## src/rtl/gf180mcu_fd_sc_mcu7t5v0__xnor_acc.sv

```systemverilog
// Framed XOR/XNOR parity accumulator with a valid/ready beat input,
// a registered result output and a saturating, overflow-flagged beat count.
module gf180mcu_fd_sc_mcu7t5v0__xnor_acc #(
  parameter int WIDTH = 3,
  parameter int CNT_W = 4
) (
  input  logic             CLK,
  input  logic             RST,
  input  logic [WIDTH-1:0] A,
  input  logic             VALID_IN,
  input  logic             LAST_IN,
  input  logic             INV,
  output logic             READY_IN,
  output logic             ZN,
  output logic [CNT_W-1:0] COUNT,
  output logic             OVF,
  output logic             VALID_OUT,
  input  logic             READY_OUT
);

  localparam logic [CNT_W-1:0] CNT_MAX = '1;

  logic             s1_valid_q, s1_valid_d;
  logic             s1_p_q, s1_p_d;
  logic             s1_last_q, s1_last_d;
  logic             s1_inv_q, s1_inv_d;
  logic             acc_q, acc_d;
  logic [CNT_W-1:0] cnt_q, cnt_d;
  logic             ovf_q, ovf_d;
  logic             zn_q, zn_d;
  logic [CNT_W-1:0] count_q, count_d;
  logic             ovf_out_q, ovf_out_d;
  logic             vout_q, vout_d;

  logic             out_free;
  logic             s1_adv;
  logic             load;
  logic             accept;
  logic             sat;
  logic [CNT_W-1:0] cnt_inc;

  assign out_free = !vout_q || READY_OUT;
  // A non-last entry never waits; only a frame close needs the output slot.
  assign s1_adv   = s1_valid_q && (!s1_last_q || out_free);
  assign load     = s1_adv && s1_last_q;
  assign READY_IN = !RST && (!s1_valid_q || s1_adv);
  assign accept   = VALID_IN && READY_IN;
  assign sat      = (cnt_q == CNT_MAX);
  assign cnt_inc  = sat ? CNT_MAX : cnt_q + 1'b1;

  always_comb begin
    s1_valid_d = s1_valid_q;
    s1_p_d     = s1_p_q;
    s1_last_d  = s1_last_q;
    s1_inv_d   = s1_inv_q;
    if (accept) begin
      s1_valid_d = 1'b1;
      s1_p_d     = ^A;
      s1_last_d  = LAST_IN;
      s1_inv_d   = INV;
    end else if (s1_adv) begin
      s1_valid_d = 1'b0;
    end
  end

  always_comb begin
    acc_d = acc_q;
    cnt_d = cnt_q;
    ovf_d = ovf_q;
    if (s1_adv) begin
      if (s1_last_q) begin
        acc_d = 1'b0;
        cnt_d = '0;
        ovf_d = 1'b0;
      end else begin
        acc_d = acc_q ^ s1_p_q;
        cnt_d = cnt_inc;
        ovf_d = ovf_q | sat;
      end
    end
  end

  always_comb begin
    zn_d      = zn_q;
    count_d   = count_q;
    ovf_out_d = ovf_out_q;
    vout_d    = vout_q;
    if (load) begin
      zn_d      = acc_q ^ s1_p_q ^ s1_inv_q;
      count_d   = cnt_inc;
      ovf_out_d = ovf_q | sat;
      vout_d    = 1'b1;
    end else if (READY_OUT) begin
      vout_d = 1'b0;
    end
  end

  always_ff @(posedge CLK) begin
    if (RST) begin
      s1_valid_q <= 1'b0;
      s1_p_q     <= 1'b0;
      s1_last_q  <= 1'b0;
      s1_inv_q   <= 1'b0;
      acc_q      <= 1'b0;
      cnt_q      <= '0;
      ovf_q      <= 1'b0;
      zn_q       <= 1'b0;
      count_q    <= '0;
      ovf_out_q  <= 1'b0;
      vout_q     <= 1'b0;
    end else begin
      s1_valid_q <= s1_valid_d;
      s1_p_q     <= s1_p_d;
      s1_last_q  <= s1_last_d;
      s1_inv_q   <= s1_inv_d;
      acc_q      <= acc_d;
      cnt_q      <= cnt_d;
      ovf_q      <= ovf_d;
      zn_q       <= zn_d;
      count_q    <= count_d;
      ovf_out_q  <= ovf_out_d;
      vout_q     <= vout_d;
    end
  end

  assign ZN        = zn_q;
  assign COUNT     = count_q;
  assign OVF       = ovf_out_q;
  assign VALID_OUT = vout_q;

endmodule

```

## config.mk

```make
export PLATFORM = sky130hd
export DESIGN_NAME = gf180mcu_fd_sc_mcu7t5v0__xnor_acc
export DESIGN_NICKNAME = d
export VERILOG_FILES = /design/src/rtl/gf180mcu_fd_sc_mcu7t5v0__xnor_acc.sv
export SDC_FILE = /design/constraint.sdc
export NUM_CORES = 1
export LEC_CHECK = 0
export ABC_AREA = 1
export BUFFER_PORTS_ARGS = -buffer_cell sky130_fd_sc_hd__buf_2
export CAP_MARGIN = 20
export CORE_MARGIN = 5
export CORE_UTILIZATION = 26
export DETAILED_ROUTE_END_ITERATION = 8
export HOLD_SLACK_MARGIN = 0.12
export PLACE_DENSITY_LB_ADDON = 0.15
export SLEW_MARGIN = 0
export SYNTH_ARGS = -nofsm -noshare
export SYNTH_HDL_FRONTEND = slang
export SYNTH_SLANG_ARGS = --single-unit
```

## constraint.sdc

```tcl
create_clock -name CLK -period 1.3 [get_ports CLK]
set_input_delay 0.26 -clock CLK [delete_from_list [all_inputs] [get_ports CLK]]
set_output_delay 0.26 -clock CLK [all_outputs]
set_load 0.02 [all_outputs]
```

; Word-level counts from Yosys, hierarchy flattened
; Cells that the tools add are included.
[word_totals]
word_cells = 38
register_bits = 17
input_bits = 9
output_inout_bits = 8
[op_classes]
add_sub_neg = 1
mux = 8
reduce_logical = 14
n_eq_ne = 1
n_bitwise = 3
[op_table]
columns = operator, count
row1 = $mux 4, 2
row2 = $mux 1, 6
row3 = $add 4x1->4 const B, 1
row4 = $eq 4x4->1 const B, 1
row5 = $logic_and 1x1->1, 4
row6 = $logic_not 1->1, 4
row7 = $reduce_bool 2->1, 2
row8 = $logic_or 1x1->1, 3
row9 = $reduce_xor 3->1, 1
row10 = $xor 1x1->1, 2
row11 = $or 1x1->1, 1

; Longest topological paths before layout
; Gate-level depths: netlist of the first run.
[logic_depth]
ltp_word = 8
mapped_depth = 9
depth_no_buf = 8

; Worst setup path after synthesis of the first run
; No wires, ideal clock.
[synth_path]
kind = reg-to-reg
from = register vout_q (netlist: VALID_OUT)
to = register count_q[2] (netlist: COUNT[2])
slack_ns = 0.149
path_stages_with_launch = 9
t_required_ns = 1.187
t_arrival_ns = 1.038
setup_ns = 0.113
path_cell_list = dfxtp_1 > nand3_4 > nand2_4 > inv_4 > nand2_4 > buf_6 > nand2_1 > nand2_1 > nor2_1
[synth_via]
elab_chain_len = 5
[synth_rtl]
columns = element, line_no
row1 = start: declaration, 33  ; logic vout_q, vout_d;
row2 = start signal: assignment, 122  ; vout_q <= vout_d;
row3 = $logic_not 1->1, 42  ; assign out_free = !vout_q || READY_OUT;
row4 = $logic_or 1x1->1, 42
row5 = $logic_or 1x1->1, 44  ; assign s1_adv = s1_valid_q && (!s1_last_q || out_free);
row6 = $logic_and 1x1->1, 44
row7 = $logic_and 1x1->1, 45  ; assign load = s1_adv && s1_last_q;
row8 = end signal: assignment, 120  ; count_q <= count_d;
row9 = end: declaration, 31  ; logic [CNT_W-1:0] count_q, count_d;
; No other way between the ends.
; A chain may end at the register's enable or synchronous reset.

; Worst setup path after layout of the first run
[layout_path]
from = register vout_q (netlist: VALID_OUT)
to = output port READY_IN
[layout_via]
elab_chain_len = 6
[layout_rtl]
columns = element, line_no
row1 = $logic_not 1->1, 42
row2 = $logic_or 1x1->1, 42
row3 = $logic_or 1x1->1, 44
row4 = $logic_and 1x1->1, 44
row5 = $logic_or 1x1->1, 46  ; assign READY_IN = !RST && (!s1_valid_q || s1_adv);
row6 = $logic_and 1x1->1, 46
row7 = end: declaration, 13  ; output logic READY_IN,
; No other way between the ends.

==> flow_results.xml, run 1 <==
<?xml version="1.0" encoding="UTF-8"?>
<metrics>
  <group name="status">
    <metric name="run_status" unit="">finished clean</metric>
  </group>
  <group name="drt">
    <metric name="route.vias.total" unit="">829</metric>
    <metric name="firstDrtPassIters" unit="">4</metric>
    <metric name="post_drt_wl_per_cell" unit="um">9.76</metric>
    <metric name="ant_nets" unit="">0</metric>
    <metric name="wirelength" unit="um">1890</metric>
    <metric name="via_per_inst" unit="">4.27</metric>
    <metric name="drc" unit="">0</metric>
    <metric name="initialDrtViolationCount" unit="">28</metric>
  </group>
  <group name="die">
    <metric name="floorplan.rows" unit="">20</metric>
    <metric name="horizontal_die_dimension" unit="um">67.3</metric>
    <metric name="num_io_pins" unit="">17</metric>
    <metric name="floorplan.die_area" unit="sq um">4530</metric>
    <metric name="core_region_area" unit="sq um">3100</metric>
    <metric name="initial_utilization" unit="%">27.5</metric>
    <metric name="die_y" unit="um">67.3</metric>
  </group>
  <group name="cts">
    <metric name="clock_sinks" unit="">17</metric>
    <metric name="cts_root_buffer" unit="">sky130_fd_sc_hd__clkbuf_4</metric>
    <metric name="cts_tree" unit="">done</metric>
    <metric name="clock_tree.buffer_depth" unit="">2</metric>
    <metric name="clk_pin_slew_worst_setup_hold_paths" unit="ns">0.10</metric>
    <metric name="clk-insertion-delay-late" unit="ns">0.28</metric>
    <metric name="cts_made_buffers" unit="">3</metric>
    <metric name="maximum_level_of_the_cts_h_tree" unit="">1</metric>
  </group>
  <group name="timing">
    <metric name="setup-violations-final" unit="">0</metric>
    <metric name="maxSlewHeadroom" unit="%">88.0</metric>
    <metric name="hold-worst-slack" unit="ns">0.200</metric>
    <metric name="clock.fmax" unit="GHz">0.784</metric>
    <metric name="finalCritPeriodShare" unit="%">98.2</metric>
    <metric name="hold_violations" unit="">0</metric>
    <metric name="worst-slew-pin-transition" unit="ns">0.180</metric>
    <metric name="finalClockSkew" unit="ns">0.000883</metric>
    <metric name="finalWorstPathRequiredPeriod" unit="ns">1.28</metric>
    <metric name="slew_violations" unit="">0</metric>
    <metric name="grt_setup_unrepaired" unit="">yes</metric>
  </group>
  <group name="place">
    <metric name="gpl.final_weighted_congestion" unit="">0.749</metric>
    <metric name="dpl-instance-area" unit="sq um">993</metric>
    <metric name="dp_hpwl" unit="um">1380</metric>
    <metric name="io_buffers" unit="">16</metric>
  </group>
  <group name="synthesis">
    <metric name="synth_cell_types" unit="">18</metric>
    <metric name="post_synth.cell_area_avg" unit="sq um">7.06</metric>
    <metric name="synthesis.yosys.warnings" unit="">0</metric>
    <metric name="synth.net_count" unit="">131</metric>
    <metric name="synth-seq-cells" unit="">17</metric>
    <metric name="synthCells" unit="">121</metric>
    <metric name="synth_seq_area_share" unit="%">39.8</metric>
    <metric name="post_synth_instance_area" unit="sq um">855</metric>
  </group>
  <group name="worst_setup_path">
    <metric name="worst_setup_path_start_kind" unit="">flop</metric>
    <metric name="crit_type" unit="">reg -&gt; out</metric>
    <metric name="cell_with_the_largest_stage_delay_on_the_worst_path" unit="">sky130_fd_sc_hd__dfxtp_4</metric>
    <metric name="critPathArrivalTime" unit="ns">1.02</metric>
    <metric name="worstPathRequired" unit="ns">1.04</metric>
    <metric name="worstPathMaxFanout" unit="">2</metric>
    <metric name="max_stage_delay" unit="ns">0.36</metric>
    <metric name="path_cells" unit="">nand4_1 &gt; nand2_1 &gt; inv_2 &gt; buf_6</metric>
    <metric name="endpoint_kind" unit="">output pin</metric>
  </group>
  <group name="cells_and_area">
    <metric name="antennaDiodeCount" unit="">0</metric>
    <metric name="final_cell_mix" unit="">sky130_fd_sc_hd__nand2_1, sky130_fd_sc_hd__inv_1, sky130_fd_sc_hd__buf_2</metric>
    <metric name="fillCellCount" unit="">367</metric>
    <metric name="num-nets-final" unit="">161</metric>
    <metric name="mostFrequentLayoutCell" unit="">sky130_fd_sc_hd__nand2_1</metric>
    <metric name="finalInstanceArea" unit="sq um">1090</metric>
    <metric name="drive_gt1_share" unit="%">32.7</metric>
    <metric name="area_taken_by_flip_flops_and_latches" unit="sq um">348</metric>
    <metric name="multi_input_comb_area" unit="sq um">415</metric>
    <metric name="area.growth.synth_to_final" unit="%">28.1</metric>
  </group>
  <group name="power_and_ir_drop">
    <metric name="internal_power" unit="mW">0.707</metric>
    <metric name="power_per_cell_area" unit="nW/um^2">867</metric>
    <metric name="p_sw_share" unit="%">25.6</metric>
    <metric name="seqPwrFrac" unit="%">57.0</metric>
    <metric name="power.combinational.fraction" unit="%">13.3</metric>
    <metric name="p_leak" unit="nW">0.557</metric>
    <metric name="p_sw" unit="mW">0.243</metric>
    <metric name="share_clk_of_total_power" unit="%">29.6</metric>
    <metric name="ir_worst_vdd" unit="uV">759</metric>
  </group>
  <group name="grt">
    <metric name="grt_util_all_layers" unit="%">9.35</metric>
    <metric name="antenna_found_initial" unit="">0</metric>
    <metric name="grt_start_max_net_pins" unit="">12</metric>
    <metric name="grt_first_pass_wirelength" unit="um">3230</metric>
    <metric name="remaining_global_route_overflow" unit="">0</metric>
    <metric name="via_count_of_the_first_global_routing_pass" unit="">790</metric>
  </group>
  <group name="flow_run">
    <metric name="max_cap_viol_count" unit="">0</metric>
  </group>
  <group name="min_path">
    <metric name="hp-class" unit="">in -&gt; reg</metric>
  </group>
</metrics>
-- sequential cells by signal, indices dropped and copies added, names as in the netlist --
register and flops:
s1_p_q 1, VALID_OUT 1, ovf_q 1, ZN 1
cnt_q 4, acc_q 1, s1_inv_q 1, OVF 1
s1_last_q 1, s1_valid_q 1, COUNT 4
-- stage by stage --
step           instances  setup TNS (ns)  setup slack (ns)  total power [mW]  utilization (%)
6_report             194               0            0.0239             0.950             35.3
5_1_grt              194         -0.0560           -0.0372              1.01             35.3
4_1_cts              192        -0.00347          -0.00347             0.965             34.5
3_5_place_dp         183               0            0.0700             0.670             32.0
3_3_place_gp         183               0            0.0854             0.668             32.0
2_1_floorplan        121               0             0.149             0.633                -
-- worst max-delay path: cells and delay by family (launching register included) --
| family | cells | cell delay [ns] |
|---|---|---|
| flip-flops | 1 | 0.36 |
| AND/OR/NAND/NOR | 2 | 0.22 |
| buffers and inverters | 2 | 0.16 |
-- layer usage --
layer | wire length (um) | track usage [%] | vias up
met5 | 0 | 0 | -
met4 | 18 | 2.78 | 0
met3 | 58 | 3.49 | 2
met2 | 970 | 16.9 | 6
met1 | 846 | 10.0 | 383
li1 | - | - | 438
-- power groups by stage --
stage / Combinational, mW / Sequential [mW] / Clock (mW)
2_1_floorplan: 0.0738 / 0.559 / 0
3_3_place_gp: 0.110 / 0.557 / 0
3_5_place_dp: 0.112 / 0.558 / 0
4_1_cts: 0.126 / 0.542 / 0.297
5_1_grt: 0.140 / 0.545 / 0.324
6_report: 0.127 / 0.541 / 0.281
-- cells in the mapped netlist --
cell | instances | area (sq um)
sky130_fd_sc_hd__nand2_1 | 34 | 128
sky130_fd_sc_hd__dfxtp_1 | 17 | 340
sky130_fd_sc_hd__inv_1 | 17 | 63.8
sky130_fd_sc_hd__nand3_1 | 13 | 65.1
sky130_fd_sc_hd__a21oi_1 | 10 | 50.1
sky130_fd_sc_hd__nor2_1 | 10 | 37.5
sky130_fd_sc_hd__nand2_2 | 4 | 25.0
sky130_fd_sc_hd__buf_6 | 3 | 33.8
sky130_fd_sc_hd__nand2_4 | 2 | 22.5
sky130_fd_sc_hd__nand4_1 | 2 | 12.5
sky130_fd_sc_hd__o21ai_0 | 2 | 10.0
sky130_fd_sc_hd__a21oi_2 | 1 | 8.76
sky130_fd_sc_hd__ha_1 | 1 | 12.5
sky130_fd_sc_hd__inv_2 | 1 | 3.75
sky130_fd_sc_hd__inv_4 | 1 | 6.26
sky130_fd_sc_hd__nand3_4 | 1 | 17.5
sky130_fd_sc_hd__xnor2_1 | 1 | 8.76
sky130_fd_sc_hd__xor2_1 | 1 | 8.76
-- path summary, 6_finish.rpt --
kind | startpoint | to | slack, ns | depth (start not counted)
worst max-delay path | VALID_OUT | READY_IN | 0.02 | 4
worst min register to register | OVF | OVF | 0.47 | 2
worst max register to register | cnt_q[0] | COUNT[0] | 0.11 | 7
worst min-delay path | INV | s1_inv_q | 0.20 | 3
-- final cells by class --
type | instances | area share, %
multi-input cells | 82 | 37.9
inverters | 19 | 6.74
repair buffers | 28 | 16.1
flip-flops and latches | 17 | 31.8
clock buffers | 4 | 2.40
well taps | 44 | 5.03
-- what timing repair did --
| item | in CTS | in global routing |
|---|---|---|
| setup buffers | 5 | 2 |
| setup endpoints to repair | 1 | 9 |
| hold buffers | 0 | 0 |
| gates resized for setup | 7 | 5 |
| pin swaps | 2 | 1 |
| cloned | 0 | 0 |
-- cell families (layout without fill, tap and decap cells) --
kind of cell	after synthesis	after routing	synth area share [%]
buffers and inverters	22	51	12.6
DFF	17	17	39.8
AOI/OAI and AO/OA	13	13	8.05
and+or+nand+nor	66	66	36.0
adders and majority gates	1	1	1.46
xor gates and xnor gates	2	2	2.05
No activity file was read; power rests on OpenSTA's default activity.
==> run 2: changes to the inputs <==
- PLACE_DENSITY: unset -> 0.41
- PLACE_DENSITY_LB_ADDON: 0.15 -> unset
==> run 2 against run 1 <==
  * Clock power rose by 4%
  * Global-route usage up 0.35 points
  * Routed wire length grew 5.1%
  * Critical endpoint unchanged
  * Sequential share of layout area decreased by 0.10 points
  * Combinational power barely moved
  * Count of clock-buffer cells in the layout decreased by 1
  * Clock skew grew 0.0027 ns
  * Die area unchanged
  * Final cell count stayed put
  * Core utilization is 0.24 points higher
  * Non-clock buffer count stayed put
  * Largest cell class unchanged
==> flow_results.xml, run 2 (same netlist as run 1, synthesis figures left out) <==
<?xml version="1.0" encoding="UTF-8"?>
<metrics>
  <group name="status">
    <metric name="run_status" unit="">finished clean</metric>
  </group>
  <group name="die">
    <metric name="num_io_pins" unit="">17</metric>
    <metric name="floorplan.die_area" unit="sq um">4530</metric>
    <metric name="core_region_area" unit="sq um">3100</metric>
    <metric name="die_y" unit="um">67.3</metric>
    <metric name="floorplan.rows" unit="">20</metric>
    <metric name="horizontal_die_dimension" unit="um">67.3</metric>
    <metric name="initial_utilization" unit="%">27.5</metric>
  </group>
  <group name="cts">
    <metric name="cts_root_buffer" unit="">sky130_fd_sc_hd__clkbuf_4</metric>
    <metric name="clock_tree.buffer_depth" unit="">2</metric>
    <metric name="clk-insertion-delay-late" unit="ns">0.29</metric>
    <metric name="cts_made_buffers" unit="">3</metric>
    <metric name="hold_buffers" unit="">0</metric>
    <metric name="cts_tree" unit="">done</metric>
    <metric name="clk_pin_slew_worst_setup_hold_paths" unit="ns">0.10</metric>
    <metric name="clock_sinks" unit="">17</metric>
    <metric name="maximum_level_of_the_cts_h_tree" unit="">1</metric>
  </group>
  <group name="drt">
    <metric name="ant_nets" unit="">0</metric>
    <metric name="post_drt_wl_per_cell" unit="um">10.3</metric>
    <metric name="via_per_inst" unit="">4.20</metric>
    <metric name="firstDrtPassIters" unit="">4</metric>
    <metric name="route.vias.total" unit="">814</metric>
    <metric name="wirelength" unit="um">1990</metric>
    <metric name="drc" unit="">0</metric>
    <metric name="initialDrtViolationCount" unit="">34</metric>
  </group>
  <group name="worst_setup_path">
    <metric name="worstPathRequired" unit="ns">1.04</metric>
    <metric name="worst_setup_path_start_kind" unit="">flop</metric>
    <metric name="worstPathMaxFanout" unit="">2</metric>
    <metric name="critPathArrivalTime" unit="ns">1.03</metric>
    <metric name="endpoint_kind" unit="">output pin</metric>
    <metric name="crit_type" unit="">reg -&gt; out</metric>
  </group>
  <group name="cells_and_area">
    <metric name="final_cell_mix" unit="">sky130_fd_sc_hd__nand2_1, sky130_fd_sc_hd__inv_1, sky130_fd_sc_hd__buf_2</metric>
    <metric name="finalInstanceArea" unit="sq um">1100</metric>
    <metric name="drive_gt1_share" unit="%">34.7</metric>
    <metric name="num-nets-final" unit="">161</metric>
    <metric name="final_core_util" unit="%">35.5</metric>
    <metric name="mostFrequentLayoutCell" unit="">sky130_fd_sc_hd__nand2_1</metric>
    <metric name="area.growth.synth_to_final" unit="%">29.0</metric>
    <metric name="antennaDiodeCount" unit="">0</metric>
  </group>
  <group name="place">
    <metric name="dpl-instance-area" unit="sq um">986</metric>
    <metric name="gpl.final_weighted_congestion" unit="">0.725</metric>
    <metric name="dp_hpwl" unit="um">1410</metric>
    <metric name="io_buffers" unit="">16</metric>
    <metric name="post-place-ws" unit="ns">0.108</metric>
  </group>
  <group name="power_and_ir_drop">
    <metric name="power_per_cell_area" unit="nW/um^2">874</metric>
    <metric name="p_leak" unit="nW">0.561</metric>
    <metric name="ir_worst_vdd" unit="uV">313</metric>
  </group>
  <group name="timing">
    <metric name="finalCritPeriodShare" unit="%">99.0</metric>
    <metric name="timing.setup.tns" unit="ns">0</metric>
    <metric name="grt_setup_unrepaired" unit="">yes</metric>
    <metric name="setup-violations-final" unit="">0</metric>
    <metric name="maxSlewHeadroom" unit="%">83.6</metric>
    <metric name="finalClockSkew" unit="ns">0.00360</metric>
    <metric name="clock.fmax" unit="GHz">0.777</metric>
    <metric name="worst-slew-pin-transition" unit="ns">0.246</metric>
    <metric name="slew_violations" unit="">0</metric>
    <metric name="finalWorstPathRequiredPeriod" unit="ns">1.29</metric>
    <metric name="hold-worst-slack" unit="ns">0.192</metric>
    <metric name="final_critical_path_setup_slack" unit="ns">0.0127</metric>
    <metric name="hold_violations" unit="">0</metric>
  </group>
  <group name="flow_run">
    <metric name="max_cap_viol_count" unit="">0</metric>
  </group>
  <group name="grt">
    <metric name="grt_start_max_net_pins" unit="">12</metric>
    <metric name="grt_first_pass_wirelength" unit="um">3310</metric>
    <metric name="antenna_found_initial" unit="">0</metric>
    <metric name="remaining_global_route_overflow" unit="">0</metric>
    <metric name="via_count_of_the_first_global_routing_pass" unit="">782</metric>
    <metric name="grt_util_all_layers" unit="%">9.70</metric>
  </group>
  <group name="min_path">
    <metric name="hp-class" unit="">in -&gt; reg</metric>
  </group>
</metrics>
[run 2: per-stage QoR]
step	power [mW]	std cells
finish	0.963	194
global route	1.03	194
CTS	0.978	193
detailed placement	0.670	182
global placement	0.669	182
floorplan	0.633	121
[run 2: final timing paths]
path                            startpoint         to  slack, ns  depth (start not counted)
worst min register to register         OVF        OVF       0.47                          2
worst max register to register   VALID_OUT     s1_p_q       0.10                          8
worst min-delay path               LAST_IN  s1_last_q       0.19                          3
worst max-delay path             VALID_OUT   READY_IN       0.01                          4
[run 2: final cells by class]
type / count / area [sq um]
timing repair buffer: 28 / 176
fill: 360 / 2000
clock buffer: 3 / 22.5
tap: 44 / 55.1
inverter: 19 / 73.8
clock inverter: 1 / 5.00
multi-input combinational: 82 / 420
sequential: 17 / 349
[run 2: report_power, final]
part	internal (mW)	switching [mW]	total (mW)
clock	0.114	0.177	0.291
sequential	0.533	0.00886	0.542
combinational	0.0551	0.0747	0.130
[run 2: what timing repair did]
action	in CTS	in global routing
resized for setup	7	8
setup buffers	7	1
setup endpoints to repair	1	11
pin swaps	2	1
[run 2: per-layer routing]
metal / global-route usage [%] / up-vias / part of all wire, %
met5: 0 / - / 0
met4: 4.56 / 0 / 0.90
met3: 2.33 / 2 / 3.0
met2: 16.8 / 8 / 48
met1: 11.2 / 370 / 48
li1: - / 434 / -
[run 2: critical path, cell delays in order, from the launching register on]
cell                      delay, ns
sky130_fd_sc_hd__dfxtp_4       0.36
sky130_fd_sc_hd__nand4_1       0.11
sky130_fd_sc_hd__nand2_1       0.10
sky130_fd_sc_hd__inv_2         0.04
sky130_fd_sc_hd__buf_6         0.12
==> run 3: changes to the inputs <==
- ABC_AREA: 1 -> unset
- CTS_CLUSTER_DIAMETER: unset -> 200
==> run 3 against run 2 <==
  * The flow now finishes with violations (setup timing)
  * Routed wire length decreased by 0.60%
  * Worst hold slack got worse by 0.0052 ns
  * First-iteration DRC count decreased by 47%
  * Synthesized cell count decreased by 25%
  * Via count decreased by 6.6%
  * Design area decreased by 2.7%
  * Non-clock buffer count decreased by 1
  * Core utilization increased by 0.18 points
  * Critical path depth decreased by 1
  * Total power increased by 5.5%
==> flow_results.xml, run 3 <==
<?xml version="1.0" encoding="UTF-8"?>
<metrics>
  <group name="drt">
    <metric name="ant_nets" unit="">0</metric>
    <metric name="firstDrtPassIters" unit="">4</metric>
    <metric name="wirelength" unit="um">1980</metric>
    <metric name="route.vias.total" unit="">760</metric>
    <metric name="via_per_inst" unit="">5.03</metric>
    <metric name="drc" unit="">0</metric>
    <metric name="initialDrtViolationCount" unit="">18</metric>
    <metric name="post_drt_wl_per_cell" unit="um">13.1</metric>
  </group>
  <group name="synthesis">
    <metric name="synth.net_count" unit="">101</metric>
    <metric name="synth.top_cells.by_count" unit="">sky130_fd_sc_hd__dfxtp_1, sky130_fd_sc_hd__a21oi_1, sky130_fd_sc_hd__nand2b_1, sky130_fd_sc_hd__o21ai_0, sky130_fd_sc_hd__nor3_1</metric>
    <metric name="post-synth-top-area-fraction" unit="%">42.2</metric>
    <metric name="yosys.cell_count.top_type" unit="">sky130_fd_sc_hd__dfxtp_1</metric>
    <metric name="synth-async-reset-ratio" unit="%">0</metric>
    <metric name="number_of_enable_type_register_cells_in_the_synthesized_netlist" unit="">0</metric>
    <metric name="synthesis.yosys.warnings" unit="">0</metric>
    <metric name="synthCells" unit="">91</metric>
    <metric name="synth_cell_types" unit="">31</metric>
    <metric name="synth_top_cells_by_area" unit="">sky130_fd_sc_hd__dfxtp_1, sky130_fd_sc_hd__a21oi_1, sky130_fd_sc_hd__nand2b_1, sky130_fd_sc_hd__o21ai_0, sky130_fd_sc_hd__xor2_1</metric>
    <metric name="post_synth.cell_area_avg" unit="sq um">8.87</metric>
    <metric name="post_synth_instance_area" unit="sq um">807</metric>
    <metric name="synth_seq_area_share" unit="%">42.2</metric>
    <metric name="synth-main-ff-cell" unit="">sky130_fd_sc_hd__dfxtp_1</metric>
    <metric name="synth-seq-cells" unit="">17</metric>
    <metric name="post-synth-top-area-cell" unit="">sky130_fd_sc_hd__dfxtp_1</metric>
  </group>
  <group name="worst_setup_path">
    <metric name="regToRegStartpoint" unit="">s1_valid_q</metric>
    <metric name="crit_type" unit="">reg -&gt; out</metric>
    <metric name="worstPathRequired" unit="ns">1.04</metric>
    <metric name="worst_setup_path_start_kind" unit="">flop</metric>
    <metric name="endpoint_kind" unit="">output pin</metric>
    <metric name="critPathArrivalTime" unit="ns">1.08</metric>
    <metric name="critical_path.startpoint" unit="">VALID_OUT</metric>
    <metric name="worstPathMaxFanout" unit="">6</metric>
  </group>
  <group name="timing">
    <metric name="hold_violations" unit="">0</metric>
    <metric name="maxSlewHeadroom" unit="%">81.6</metric>
    <metric name="finalCritPeriodShare" unit="%">103</metric>
    <metric name="slew_violations" unit="">0</metric>
    <metric name="setup-violations-final" unit="">1</metric>
    <metric name="grt_setup_unrepaired" unit="">yes</metric>
    <metric name="worst-slew-pin-transition" unit="ns">0.273</metric>
    <metric name="finalClockSkew" unit="ns">0.00996</metric>
    <metric name="final_critical_path_setup_slack" unit="ns">-0.0419</metric>
    <metric name="hold-worst-slack" unit="ns">0.187</metric>
    <metric name="clock.fmax" unit="GHz">0.745</metric>
    <metric name="finalWorstPathRequiredPeriod" unit="ns">1.34</metric>
  </group>
  <group name="die">
    <metric name="floorplan.die_area" unit="sq um">4320</metric>
    <metric name="die_y" unit="um">65.7</metric>
    <metric name="horizontal_die_dimension" unit="um">65.7</metric>
    <metric name="initial_utilization" unit="%">26.9</metric>
    <metric name="floorplan.rows" unit="">20</metric>
    <metric name="core_region_area" unit="sq um">3000</metric>
    <metric name="num_io_pins" unit="">17</metric>
  </group>
  <group name="power_and_ir_drop">
    <metric name="p_leak" unit="nW">0.451</metric>
    <metric name="power_per_cell_area" unit="nW/um^2">947</metric>
    <metric name="ir_worst_vdd" unit="uV">387</metric>
  </group>
  <group name="grt">
    <metric name="grt_start_max_net_pins" unit="">13</metric>
    <metric name="via_count_of_the_first_global_routing_pass" unit="">800</metric>
    <metric name="remaining_global_route_overflow" unit="">0</metric>
    <metric name="grt_util_all_layers" unit="%">10.7</metric>
    <metric name="grt_first_pass_wirelength" unit="um">3590</metric>
    <metric name="antenna_found_initial" unit="">0</metric>
  </group>
  <group name="cts">
    <metric name="maximum_level_of_the_cts_h_tree" unit="">1</metric>
    <metric name="cts_tree" unit="">done</metric>
    <metric name="hold_buffers" unit="">0</metric>
    <metric name="cts_made_buffers" unit="">3</metric>
    <metric name="clk-insertion-delay-late" unit="ns">0.30</metric>
    <metric name="clock_sinks" unit="">17</metric>
    <metric name="cts_root_buffer" unit="">sky130_fd_sc_hd__clkbuf_4</metric>
    <metric name="clock_tree.buffer_depth" unit="">2</metric>
    <metric name="clk_pin_slew_worst_setup_hold_paths" unit="ns">0.11</metric>
  </group>
  <group name="cells_and_area">
    <metric name="num-nets-final" unit="">129</metric>
    <metric name="final_cell_mix" unit="">sky130_fd_sc_hd__buf_2, sky130_fd_sc_hd__dfxtp_1, sky130_fd_sc_hd__a21oi_1, sky130_fd_sc_hd__buf_4, sky130_fd_sc_hd__o21ai_0</metric>
    <metric name="antennaDiodeCount" unit="">0</metric>
    <metric name="area.growth.synth_to_final" unit="%">32.9</metric>
    <metric name="fin_cells" unit="">151</metric>
    <metric name="drive_gt1_share" unit="%">36.4</metric>
    <metric name="mostFrequentLayoutCell" unit="">sky130_fd_sc_hd__buf_2</metric>
  </group>
  <group name="place">
    <metric name="dp_hpwl" unit="um">1450</metric>
    <metric name="gpl.final_weighted_congestion" unit="">0.685</metric>
    <metric name="io_buffers" unit="">16</metric>
    <metric name="placedCellCount" unit="">143</metric>
  </group>
  <group name="status">
    <metric name="failed_checks" unit="">setup timing</metric>
    <metric name="run_status" unit="">finished, violations left</metric>
  </group>
  <group name="min_path">
    <metric name="hp-class" unit="">in -&gt; reg</metric>
    <metric name="timing.hold.worst.start" unit="">INV</metric>
  </group>
  <group name="flow_run">
    <metric name="max_cap_viol_count" unit="">0</metric>
  </group>
</metrics>
## run 3: changes by cell type in the layout (fill, tap and decap cells not counted), sizes merged, moves of 5 or more
cell    change
nor2        -9
inv        -16
nand2b      +6
nor3        +5
nand3      -13
nand2      -38
## run 3: area by class of cell
class                   instances  area (sq um)
fillers                       331          1930
multi-input cells              67           469
flip-flops and latches         17           350
repair buffers                 27           173
well taps                      33          41.3
clock buffers                   3          22.5
inverters                       3          11.3
clock inverters                 1          5.00
## run 3: repair_timing
action | 4_1_cts | 5_1_grt
resized for setup | 10 | 6
endpoints found under the setup margin | 3 | 5
pin swaps | 2 | 3
buffers inserted | 3 | 1
## run 3: through the flow
stage | area (sq um) | power (mW) | worst slack, ns | util, % | TNS, ns
after global placement | 967 | 0.711 | -0.0357 | 32.2 | -0.0695
final | 1070 | 1.02 | -0.0419 | 35.7 | -0.0419
after detailed placement | 967 | 0.712 | -0.0108 | 32.2 | -0.0213
after floorplan | 810 | 0.659 | 0.0105 | - | 0
after global routing | 1070 | 1.09 | -0.106 | 35.7 | -0.127
after CTS | 1040 | 1.02 | -0.0555 | 34.8 | -0.0555
## run 3: report_power, final
group,switching [mW],internal (mW),leakage [nW]
registers,0.0177,0.542,0.141
clock network,0.182,0.115,0.0177
logic,0.0755,0.0844,0.293
## run 3: worst paths after layout
check	end	slack, ns	depth (start not counted)
hold / removal	s1_inv_q	0.19	2
hold reg to reg	ZN	0.49	2
setup reg to reg	s1_inv_q	0.06	4
setup / recovery	READY_IN	-0.04	3
## run 3: layer usage
layer	vias up	track usage, %	wire length [um]
li1	386	-	-
met1	363	12.6	933
met2	7	18.3	973
met3	4	2.56	39
met4	0	4.66	31
met5	-	0	0
## run 3: logic make-up (layout without fill, tap and decap cells)
logic type,after synthesis,after routing,synth area share [%]
xor gates and xnor gates,5,5,5.43
muxes,4,4,5.27
and+or+nand+nor,32,32,24.5
AOI/OAI and AO/OA,25,25,17.7
adders and majority gates,1,1,1.55
buffers and inverters,7,34,3.41
DFF,17,17,42.2
## run 3: worst max-delay path: stages, from the launching register on
cell and delay (ns):
sky130_fd_sc_hd__dfxtp_2 0.39, sky130_fd_sc_hd__nor2b_4 0.17, sky130_fd_sc_hd__a21oi_2 0.07, sky130_fd_sc_hd__buf_4 0.16
